`config.mk`:
```
export PLATFORM = sky130hd
export DESIGN_NAME = cpu_top
export DESIGN_NICKNAME = d
export VERILOG_FILES = /design/src/rtl/rv32i_pkg.sv /design/src/rtl/regfile.sv /design/src/rtl/cpu_top.sv
export SDC_FILE = /design/constraint.sdc
export NUM_CORES = 2
export LEC_CHECK = 0
export CAP_MARGIN = 20
export CELL_PAD_IN_SITES_DETAIL_PLACEMENT = 0
export CELL_PAD_IN_SITES_GLOBAL_PLACEMENT = 1
export CORE_ASPECT_RATIO = 0.8
export CORE_UTILIZATION = 25
export CTS_CLUSTER_DIAMETER = 120
export DETAILED_ROUTE_END_ITERATION = 10
export GPL_ROUTABILITY_DRIVEN = 0
export MAX_ROUTING_LAYER = met4
export PLACE_DENSITY_LB_ADDON = 0.1
export RECOVER_POWER = 25
export REMOVE_ABC_BUFFERS = 1
export SLEW_MARGIN = 20
export SYNTH_ARGS = -nofsm -noshare
export SYNTH_HDL_FRONTEND = slang
export SYNTH_HIERARCHICAL = 1
export SYNTH_SLANG_ARGS = --single-unit
export TNS_END_PERCENT = 5
```
`constraint.sdc`:
```
create_clock -name clk -period 8.6 [get_ports clk]
set_input_delay 1.29 -clock clk [delete_from_list [all_inputs] [get_ports clk]]
set_output_delay 1.29 -clock clk [all_outputs]
set_load 0.01 [all_outputs]
```
`src/rtl/rv32i_pkg.sv`:
```
// rtl/rv32i_pkg.sv - RV32I opcode, funct3, ALU-op, write-back and store-size definitions
package rv32i_pkg;

  localparam logic [6:0] OPC_OP       = 7'b0110011;
  localparam logic [6:0] OPC_OP_IMM   = 7'b0010011;
  localparam logic [6:0] OPC_LOAD     = 7'b0000011;
  localparam logic [6:0] OPC_STORE    = 7'b0100011;
  localparam logic [6:0] OPC_BRANCH   = 7'b1100011;
  localparam logic [6:0] OPC_JAL      = 7'b1101111;
  localparam logic [6:0] OPC_JALR     = 7'b1100111;
  localparam logic [6:0] OPC_LUI      = 7'b0110111;
  localparam logic [6:0] OPC_AUIPC    = 7'b0010111;
  localparam logic [6:0] OPC_MISC_MEM = 7'b0001111;
  localparam logic [6:0] OPC_SYSTEM   = 7'b1110011;

  localparam logic [2:0] F3_ADD_SUB = 3'b000;
  localparam logic [2:0] F3_SLL     = 3'b001;
  localparam logic [2:0] F3_SLT     = 3'b010;
  localparam logic [2:0] F3_SLTU    = 3'b011;
  localparam logic [2:0] F3_XOR     = 3'b100;
  localparam logic [2:0] F3_SR      = 3'b101;
  localparam logic [2:0] F3_OR      = 3'b110;
  localparam logic [2:0] F3_AND     = 3'b111;

  localparam logic [2:0] F3_BEQ  = 3'b000;
  localparam logic [2:0] F3_BNE  = 3'b001;
  localparam logic [2:0] F3_BLT  = 3'b100;
  localparam logic [2:0] F3_BGE  = 3'b101;
  localparam logic [2:0] F3_BLTU = 3'b110;
  localparam logic [2:0] F3_BGEU = 3'b111;

  localparam logic [2:0] F3_LB  = 3'b000;
  localparam logic [2:0] F3_LH  = 3'b001;
  localparam logic [2:0] F3_LW  = 3'b010;
  localparam logic [2:0] F3_LBU = 3'b100;
  localparam logic [2:0] F3_LHU = 3'b101;

  localparam logic [2:0] F3_SB = 3'b000;
  localparam logic [2:0] F3_SH = 3'b001;
  localparam logic [2:0] F3_SW = 3'b010;

  typedef enum logic [3:0] {
    ALU_ADD, ALU_SUB, ALU_SLL, ALU_SLT, ALU_SLTU,
    ALU_XOR, ALU_SRL, ALU_SRA, ALU_OR, ALU_AND
  } alu_op_e;

  typedef enum logic [2:0] {
    WB_ALU, WB_MEM, WB_PC4, WB_IMMU, WB_PC_IMMU
  } wb_sel_e;

  typedef enum logic [1:0] {
    ST_NONE = 2'b00,
    ST_BYTE = 2'b01,
    ST_HALF = 2'b10,
    ST_WORD = 2'b11
  } st_size_e;

  // alt is instruction bit 30; SUB only exists in the register form
  function automatic alu_op_e alu_op_decode(input logic [2:0] f3, input logic alt,
                                            input logic is_reg);
    case (f3)
      F3_ADD_SUB: return (is_reg && alt) ? ALU_SUB : ALU_ADD;
      F3_SLL:     return ALU_SLL;
      F3_SLT:     return ALU_SLT;
      F3_SLTU:    return ALU_SLTU;
      F3_XOR:     return ALU_XOR;
      F3_SR:      return alt ? ALU_SRA : ALU_SRL;
      F3_OR:      return ALU_OR;
      default:    return ALU_AND;
    endcase
  endfunction

endpackage

```
`src/rtl/regfile.sv`:
```
// rtl/regfile.sv - 32x32 register file, two async read ports, one sync write port
module regfile (
  input  logic        clk_i,
  input  logic        rst_i,
  input  logic        we_i,
  input  logic [4:0]  raddr1_i,
  input  logic [4:0]  raddr2_i,
  input  logic [4:0]  waddr_i,
  input  logic [31:0] wdata_i,
  output logic [31:0] rdata1_o,
  output logic [31:0] rdata2_o
);

  logic [31:0] Registers [0:31];

  always_ff @(posedge clk_i) begin
    if (rst_i) begin
      for (int i = 0; i < 32; i++) Registers[i] <= '0;
    end else if (we_i && (waddr_i != 5'd0)) begin
      Registers[waddr_i] <= wdata_i;
    end
  end

  // No bypass: a same-cycle write is visible only after the edge
  assign rdata1_o = (raddr1_i == 5'd0) ? 32'd0 : Registers[raddr1_i];
  assign rdata2_o = (raddr2_i == 5'd0) ? 32'd0 : Registers[raddr2_i];

endmodule

```
`src/rtl/cpu_top.sv`:
```
// rtl/cpu_top.sv - single-cycle RV32I core: decode, ALU, branch, load extract, PC
module cpu_top
  import rv32i_pkg::*;
(
  input  logic        clk,
  input  logic        rst,
  input  logic [31:0] instruction,
  input  logic [31:0] data,
  output logic [31:0] pc,
  output logic [31:0] rd_data,
  output logic [31:0] Read_data_2,
  output logic        MemREAD,
  output logic [1:0]  MemWrite
);

  logic [31:0] pc_q, pc_d;
  logic [6:0]  opcode;
  logic [4:0]  rd, rs1, rs2;
  logic [2:0]  funct3;
  logic [31:0] imm_i, imm_s, imm_b, imm_u, imm_j;
  logic [31:0] rs1_val, rs2_val, op_b, alu_res, load_val, wb_val;
  logic [31:0] pc_plus4, jalr_tgt;

  alu_op_e  alu_op;
  wb_sel_e  wb_sel;
  st_size_e st_size;
  logic     use_imm, use_imm_s, reg_write, mem_read, is_branch, is_jal, is_jalr, taken;

  assign opcode = instruction[6:0];
  assign rd     = instruction[11:7];
  assign funct3 = instruction[14:12];
  assign rs1    = instruction[19:15];
  assign rs2    = instruction[24:20];

  assign imm_i = {{20{instruction[31]}}, instruction[31:20]};
  assign imm_s = {{20{instruction[31]}}, instruction[31:25], instruction[11:7]};
  assign imm_b = {{19{instruction[31]}}, instruction[31], instruction[7],
                  instruction[30:25], instruction[11:8], 1'b0};
  assign imm_u = {instruction[31:12], 12'd0};
  assign imm_j = {{11{instruction[31]}}, instruction[31], instruction[19:12],
                  instruction[20], instruction[30:21], 1'b0};

  always_comb begin
    alu_op    = ALU_ADD;
    wb_sel    = WB_ALU;
    st_size   = ST_NONE;
    use_imm   = 1'b0;
    use_imm_s = 1'b0;
    reg_write = 1'b0;
    mem_read  = 1'b0;
    is_branch = 1'b0;
    is_jal    = 1'b0;
    is_jalr   = 1'b0;
    case (opcode)
      OPC_OP: begin
        alu_op    = alu_op_decode(funct3, instruction[30], 1'b1);
        reg_write = 1'b1;
      end
      OPC_OP_IMM: begin
        alu_op    = alu_op_decode(funct3, instruction[30], 1'b0);
        use_imm   = 1'b1;
        reg_write = 1'b1;
      end
      OPC_LOAD: begin
        use_imm   = 1'b1;
        mem_read  = 1'b1;
        reg_write = 1'b1;
        wb_sel    = WB_MEM;
      end
      OPC_STORE: begin
        use_imm   = 1'b1;
        use_imm_s = 1'b1;
        case (funct3)
          F3_SB:   st_size = ST_BYTE;
          F3_SH:   st_size = ST_HALF;
          F3_SW:   st_size = ST_WORD;
          default: st_size = ST_NONE;
        endcase
      end
      OPC_BRANCH: is_branch = 1'b1;
      OPC_JAL: begin
        is_jal    = 1'b1;
        reg_write = 1'b1;
        wb_sel    = WB_PC4;
      end
      OPC_JALR: begin
        is_jalr   = 1'b1;
        use_imm   = 1'b1;
        reg_write = 1'b1;
        wb_sel    = WB_PC4;
      end
      OPC_LUI: begin
        reg_write = 1'b1;
        wb_sel    = WB_IMMU;
      end
      OPC_AUIPC: begin
        reg_write = 1'b1;
        wb_sel    = WB_PC_IMMU;
      end
      default: ;
    endcase
  end

  assign op_b = use_imm ? (use_imm_s ? imm_s : imm_i) : rs2_val;

  always_comb begin
    alu_res = 32'd0;
    case (alu_op)
      ALU_ADD:  alu_res = rs1_val + op_b;
      ALU_SUB:  alu_res = rs1_val - op_b;
      ALU_SLL:  alu_res = rs1_val << op_b[4:0];
      ALU_SLT:  alu_res = {31'd0, $signed(rs1_val) < $signed(op_b)};
      ALU_SLTU: alu_res = {31'd0, rs1_val < op_b};
      ALU_XOR:  alu_res = rs1_val ^ op_b;
      ALU_SRL:  alu_res = rs1_val >> op_b[4:0];
      ALU_SRA:  alu_res = $unsigned($signed(rs1_val) >>> op_b[4:0]);
      ALU_OR:   alu_res = rs1_val | op_b;
      ALU_AND:  alu_res = rs1_val & op_b;
      default:  alu_res = 32'd0;
    endcase
  end

  always_comb begin
    taken = 1'b0;
    case (funct3)
      F3_BEQ:  taken = (rs1_val == rs2_val);
      F3_BNE:  taken = (rs1_val != rs2_val);
      F3_BLT:  taken = ($signed(rs1_val) < $signed(rs2_val));
      F3_BGE:  taken = ($signed(rs1_val) >= $signed(rs2_val));
      F3_BLTU: taken = (rs1_val < rs2_val);
      F3_BGEU: taken = (rs1_val >= rs2_val);
      default: taken = 1'b0;
    endcase
  end

  // Misaligned halves use only address bit 1; words ignore the low bits
  always_comb begin
    logic [7:0]  byte_sel;
    logic [15:0] half_sel;
    byte_sel = data[8*rd_data[1:0] +: 8];
    half_sel = rd_data[1] ? data[31:16] : data[15:0];
    case (funct3)
      F3_LB:   load_val = {{24{byte_sel[7]}}, byte_sel};
      F3_LH:   load_val = {{16{half_sel[15]}}, half_sel};
      F3_LBU:  load_val = {24'd0, byte_sel};
      F3_LHU:  load_val = {16'd0, half_sel};
      default: load_val = data;
    endcase
  end

  assign pc_plus4 = pc_q + 32'd4;
  assign jalr_tgt = alu_res & ~32'd1;

  always_comb begin
    wb_val = alu_res;
    case (wb_sel)
      WB_MEM:     wb_val = load_val;
      WB_PC4:     wb_val = pc_plus4;
      WB_IMMU:    wb_val = imm_u;
      WB_PC_IMMU: wb_val = pc_q + imm_u;
      default:    wb_val = alu_res;
    endcase
  end

  always_comb begin
    pc_d = pc_plus4;
    if (is_jal)                  pc_d = pc_q + imm_j;
    else if (is_jalr)            pc_d = jalr_tgt;
    else if (is_branch && taken) pc_d = pc_q + imm_b;
  end

  always_ff @(posedge clk) begin
    if (rst) pc_q <= 32'd0;
    else     pc_q <= pc_d;
  end

  regfile regfile (
    .clk_i    (clk),
    .rst_i    (rst),
    .we_i     (reg_write && !rst),
    .raddr1_i (rs1),
    .raddr2_i (rs2),
    .waddr_i  (rd),
    .wdata_i  (wb_val),
    .rdata1_o (rs1_val),
    .rdata2_o (rs2_val)
  );

  assign pc          = pc_q;
  assign rd_data     = alu_res;
  assign Read_data_2 = rs2_val;
  assign MemREAD     = mem_read && !rst;
  assign MemWrite    = rst ? 2'b00 : st_size;

endmodule

```
=== Word-level counts from Yosys, hierarchy flattened ===
Memories as Yosys holds them, arrays and structs flattened.
Index checks and enable logic that the tools add are counted.

* Register bits after elaboration: 32
* Memory bits (writable): 1024
* Output and inout port bits: 99
* Word-level logic and storage cells: 102
* Memories kept: 1

* Add/subtract/negate cells: 6
* Magnitude comparators: 6
* Equal/unequal tests: 31
* Shift operators: 4
* Multiplexer cells: 36
* Bitwise operators: 3
* Reduce and logical (&&, ||, !) cells: 14

{| class="wikitable"
|+ Memories
! memory !! depth !! width !! read ports !! clocked after memory_dff !! write ports !! line !! RTL
|-
| regfile.Registers || 32 || 32 || 2 || 0 || 32 || regfile.sv:14 || <nowiki>logic [31:0] Registers [0:31];</nowiki>
|}

{| class="wikitable"
|+ Operators by type and width
! cell !! count
|-
| 32-bit one-hot mux with 10 select lines || 1
|-
| 32-bit one-hot mux with 4 select lines || 2
|-
| 32-bit 2-to-1 mux || 7
|-
| 32-bit adder || 4
|-
| 32-bit less-than comparator || 4
|-
| 32-bit greater-or-equal comparator || 2
|-
| 4-bit one-hot mux with 7 select lines || 2
|-
| 32-bit by 3-bit adder with 32-bit output, second input constant || 1
|-
| 32-bit bitwise AND || 1
|-
| 32-bit == test || 1
|-
| 32-bit != test || 1
|-
| 32-bit OR || 1
|-
| 32-bit OR reduction || 1
|-
| 32-bit by 6-bit variable part select with 8-bit output || 1
|-
| 32-bit by 5-bit << shifter with 32-bit output || 1
|-
| 32-bit by 5-bit right shift with 32-bit output || 1
|-
| 32-bit by 5-bit >>> shifter with 32-bit output || 1
|-
| 32-bit subtractor || 1
|-
| 32-bit XOR || 1
|-
| 7-bit by 6-bit == test with 1-bit output, second input constant || 3
|-
| 7-bit == test, second input constant || 3
|-
| 4-bit by 3-bit == test with 1-bit output, second input constant || 4
|-
| 16-bit 2-to-1 mux || 1
|-
| 3-bit == test, second input constant || 5
|-
| 23 further kinds || 50
|}

=== Longest topological paths before layout ===
* Depth after elaboration: 10
* Gate-level depth with buffers: 33
* Gate-level depth less buffers: 23

=== Hierarchy ===
Netlist, hierarchy kept.

{| class="wikitable"
|+ By module, submodules not included
! module !! times used !! cells an instance !! area each (µm²) !! sequential area each (µm²)
|-
| regfile || 1 || 3502 || 54253.3 || 30749.5
|-
| cpu_top || 1 || 2657 || 17503.0 || 620.6
|}

=== Least setup slack after synthesis ===
No wires, ideal clock.

* Kind: input port to output port
* From: in instruction[22]
* To: out rd_data[25]
* Arrival: 7002 ps
* Slack: 308 ps
* Cell stages on the path: 28
* Buffers on the path: 8
* Cell sequence: buf_2 buf_2 clkbuf_1 mux4_2 a22o_1 a2111oi_0 nor3_1 inv_1 nand2_2 nand2_1 buf_2 buf_2 buf_2 buf_1 ha_1 clkbuf_1 o21ai_0 o211ai_1 a221oi_1 o21a_1 o31ai_1 a21o_1 and2_1 o41ai_1 xnor2_1 o22ai_1 a211oi_1 inv_1

* Longest elaborated chain between the ends: 5

{| class="wikitable"
|+ RTL lines
! item !! line !! RTL
|-
| from (decl) || cpu_top.sv:7 || <nowiki>input logic [31:0] instruction,</nowiki>
|-
| memory read 32 x 32 bit or 5-bit logical NOT (tied branches) || - ||
|-
| 32-bit 2-to-1 mux * || regfile.sv:26 || <nowiki>assign rdata2_o = (raddr2_i == 5'd0) ? 32'd0 : Registers[raddr2_i];</nowiki>
|-
| named net Read_data_2[2] || cpu_top.sv:11 || <nowiki>output logic [31:0] Read_data_2,</nowiki>
|-
| 32-bit 2-to-1 mux * || cpu_top.sv:104 || <nowiki>assign op_b = use_imm ? (use_imm_s ? imm_s : imm_i) : rs2_val;</nowiki>
|-
| 32-bit subtractor, or another cell as far along || cpu_top.sv:110 || <nowiki>ALU_SUB: alu_res = rs1_val - op_b;</nowiki>
|-
| 32-bit one-hot mux with 10 select lines * || cpu_top.sv:108 || <nowiki>case (alu_op)</nowiki>
|-
| to (decl) || cpu_top.sv:10 || <nowiki>output logic [31:0] rd_data,</nowiki>
|}

The timed path passes the listed nets; every way through them passes the cells marked *.

=== Final worst setup path ===
* From: in instruction[20]
* To: out rd_data[25]

* Longest elaborated chain between the ends: 5

{| class="wikitable"
|+ RTL lines
! item !! line
|-
| memory read 32 x 32 bit or 5-bit logical NOT (tied branches) || -
|-
| 32-bit 2-to-1 mux || regfile.sv:26
|-
| 32-bit 2-to-1 mux * || cpu_top.sv:104
|-
| 32-bit subtractor, or another cell as far along || cpu_top.sv:110
|-
| 32-bit one-hot mux with 10 select lines * || cpu_top.sv:108
|}

Mark *: on every way between the ends. The rest lies on a longest branch, timed or not.

==> results.md <==
- CTS Hold Bufs: 0
- WL/cell: ~34 microns
- Reg2reg end: pc[24]
- Worst hold stages: 3
- Switching power share of the total: 0.366
- Outcome: finished, violations left
- Clk_lat worst skew: around 0.82 ns
- Register area share after synthesis: 0.437
- Cell Area, Synth: just over 70000 sq um
- Global Route met2 Usage: 0.365
- Met1 usage: 0.387
- Power per cell area: between 200 and 250 nW/um^2
- Peak supply drop: between 0.1 and 0.15 mV
- Post-Layout Cell Count: between 10000 and 15000
- # DRC: 0
- Cell Count Post-Placement: 10500
- RSZ-0062 raised after global routing: true
- DIE AREA: a little under 300000 sq um
- Min Tclk post-route: roughly 8.6 ns
- Final nets: 7154
- Synth Flop Type: edfxtp_1
- Core Box Area: approximately 280000 sq um
- Max cap viols: 28
- Fmax: around 120 MHz
- R2R cell count: 25
- Final setup violation count: 4
- CTS sink count: between 1000 and 1500
- Post-Place Setup Slack: -1.79 ns
- Total number of vias: between 50000 and 60000
- Fin crit share: 1.01
- Setup ws final: -0.0461 ns
- Row Count: approximately 180
- Post-Synthesis Cells: 6159
- Worst Setup End Kind: output port
- Post-Syn Area per Cell: 11.7 sq um
- Comb pwr share: 0.363
- Clock transition at path regs: about 0.060 ns
- Rel. slew slack: -1.19
- H-tree Lvls: 4
- Met3 usage: 0.0434
- Hold Fails Final Rpt: 0
- CTS buffer count: ~140
- CTS tree: built
- Unique masters post-synth: about 100
- Setup_tns: -0.132 ns
- Clock Path Buffers: 4
- Setup Skew: around 0.063 ns
- Worst hold start: pc[7]
- CTS root buffer: clkbuf_16
- Area growth from synthesis to layout: 25.2%
- P_leak: between 30 and 40 nW
- Effective utilization at floorplan: 0.252
- Post-DP HPWL: roughly 270000 microns
- Post-route antenna net violation count: 0
- Flops & latches, synth: approximately 1100
- Hold Crit Class: flop to flop
- Iter 0 DRT Violations: ~7400
- Clk pwr share: 0.308
- Ys async rst share: 0
- DR pass1 iterations: 6
- Slew Limit Fails: 539
- Busiest layer in global routing: met1
- Total GRT Usage: 0.260
- Synth Warn #: 6
- Vias in the first global route: between 50000 and 60000
- Finished Core Util: 0.315
- Die width: approximately 600 microns
- Worst r2r src: regfile/Registers[30][31]
- First-pass GRT wire length: slightly above 500000 microns
- Worst Hold Endpoint: pc[7]
- CP startpoint kind: input port
- Violated checks: max-capacitance violations, max-slew violations, negative setup slack
- Final Cell Area: 89800 sq um
- Initial antenna violation count: 42
- Int Pwr: between 10 and 15 mW
- Die span in y: between 400 and 500 microns
- Least-Margin Pin Slew: 3.28 ns
- IO buf count: approximately 160
- Arr. time, crit path: roughly 7.4 ns
- Flop2flop setup slack: 1.37 ns
- Grt ovf: 0
- Fin Hold WS: between 0.8 and 0.9 ns
- Cell area after placement: ~85000 sq um
- Via density: 5.42
- Crit Path Max Fanout: 9
- Total chip power: between 15 and 20 mW
- Crit path kind: input port to output port
- Critical path required time: 7.31 ns
- Number of flops mapped to enable cells by yosys: 1024
- Sw power: around 6.6 mW
- Largest net degree at the start of global routing: 56
- Flop pwr share: 0.329
- Ports: between 150 and 200
- WL final: around 370000 microns
- Layout cell share with drive strength beyond 1: 0.275
==> timing repair <==
action | in CTS | in global routing
pin swaps | 20 | 20
cloned | 2 | 1
gates resized for setup | 108 | 54
setup endpoints to repair | 56 | 21
setup buffers | 25 | 12
==> cell type report <==
class                           count  area (sq um)
Fill cell                       28600        195000
Multi-Input combinational cell   4379         38500
Sequential cell                  1055         31400
Timing Repair Buffer             1151         10400
Tap cell                         3805          4760
Clock buffer                      172          3600
Inverter                          176           661
Clock inverter                     60           484
Antenna cell                       24          60.1
==> kinds of logic after synthesis <==
| group | share of synthesized area |
|---|---|
| other | 0.000105 |
| AND/OR/NAND/NOR | 0.155 |
| XOR/XNOR | 0.0143 |
| buffers and inverters | 0.0460 |
| AO/OA/AOI/OAI | 0.125 |
| multiplexers | 0.189 |
| adder cells (fa/ha/maj) | 0.0330 |
| flip-flops | 0.437 |
==> cells in the mapped netlist, drive strengths merged, types with 10 or more instances <==
cell     count  area, sq um
a211oi     109          828
and2      1011         6320
nor4        24          156
a41oi       10         87.6
a222oi      12          120
nand2      223          845
or2         38          238
dfxtp       31          621
a31oi       40          250
o211a       11          110
a221oi      28          251
o21bai      28          210
o221ai      12          105
nor3       128          662
nor2       275         1050
a21o        64          480
o211ai      62          470
a21oi      257         1290
edfxtp    1024        30700
mux2i      196         1960
clkbuf     397         1490
o21ai      232         1190
o31ai       19          143
buf        183         1150
mux4       490        11000
nand2b      22          138
nor2b       31          194
a2111oi     64          613
xor2        41          359
a22o        55          482
o21a        21          165
o22ai      121          757
xnor2       76          666
a311oi      19          166
inv        176          661
nand3      116          593
and3        37          231
a211o       15          131
ha         183         2290
or3         19          119
nand4       38          238
a22oi       34          255
mux2        51          574
==> worst max-delay path: stages <==
cell and delay (ns):
buf_16 0.16, buf_12 0.17, buf_12 0.11, mux4_2 0.48, a22o_1 0.28, a2111oi_4 0.30
buf_4 0.20, nor3_4 0.06, buf_4 0.15, nor2_1 0.13, or2_2 0.15, inv_1 0.05
ha_1 0.32, a211oi_4 0.29, o211ai_1 0.18, a221oi_2 0.45, buf_4 0.20, o21a_2 0.22
o31ai_2 0.14, a21o_1 0.22, and2_1 0.18, o41ai_4 0.25, xnor2_2 0.20, o22ai_2 0.16
a211oi_4 0.37, buf_4 0.20, inv_1 0.04, dlygate4sd2_1 0.28
==> state kept, by name, indices dropped and copies added, names as in the netlist <==
register,flops
regfile/Registers,1024
pc,31
==> cells in the final DEF (no fill, tap or decap), types with 170 or more instances in the layout <==
cell type,synthesis,routed
inv_1,173,170
nor2_1,272,239
o21ai_0,212,202
a21oi_1,255,247
nand2_1,220,216
buf_4,51,863
mux2i_1,196,196
edfxtp_1,1024,1024
ha_1,183,182
and2_1,1011,1010
mux4_2,490,490
==> power groups by stage <==
| stage | clock, mW | sequential (mW) | combinational (mW) |
|---|---|---|---|
| floorplan | 0 | 5.97 | 2.30 |
| global placement | 0 | 6.02 | 6.33 |
| detailed placement | 0 | 6.02 | 6.29 |
| CTS | 5.68 | 5.91 | 6.41 |
| global route | 5.84 | 5.94 | 6.79 |
| finish | 5.54 | 5.92 | 6.53 |
==> layer usage <==
layer  share of wire  routed length [microns]
met1            0.49                   182000
met2            0.41                   155000
met3           0.076                    28500
met4           0.022                     8260
met5               0                        0
==> worst max path at each step <==
| stage | startpoint | endpoint | slack (ns) |
|---|---|---|---|
| after global placement | instruction[20] | rd_data[25] | -1.92 |
| final | instruction[20] | rd_data[25] | -0.05 |
| after detailed placement | instruction[20] | rd_data[25] | -1.79 |
| after global routing | instruction[20] | rd_data[30] | -0.25 |
| after floorplan | instruction[22] | regfile/Registers[10][11] | -1.57 |
| after CTS | instruction[20] | rd_data[19] | -0.15 |
No activity file was read; power rests on OpenSTA's default activity.
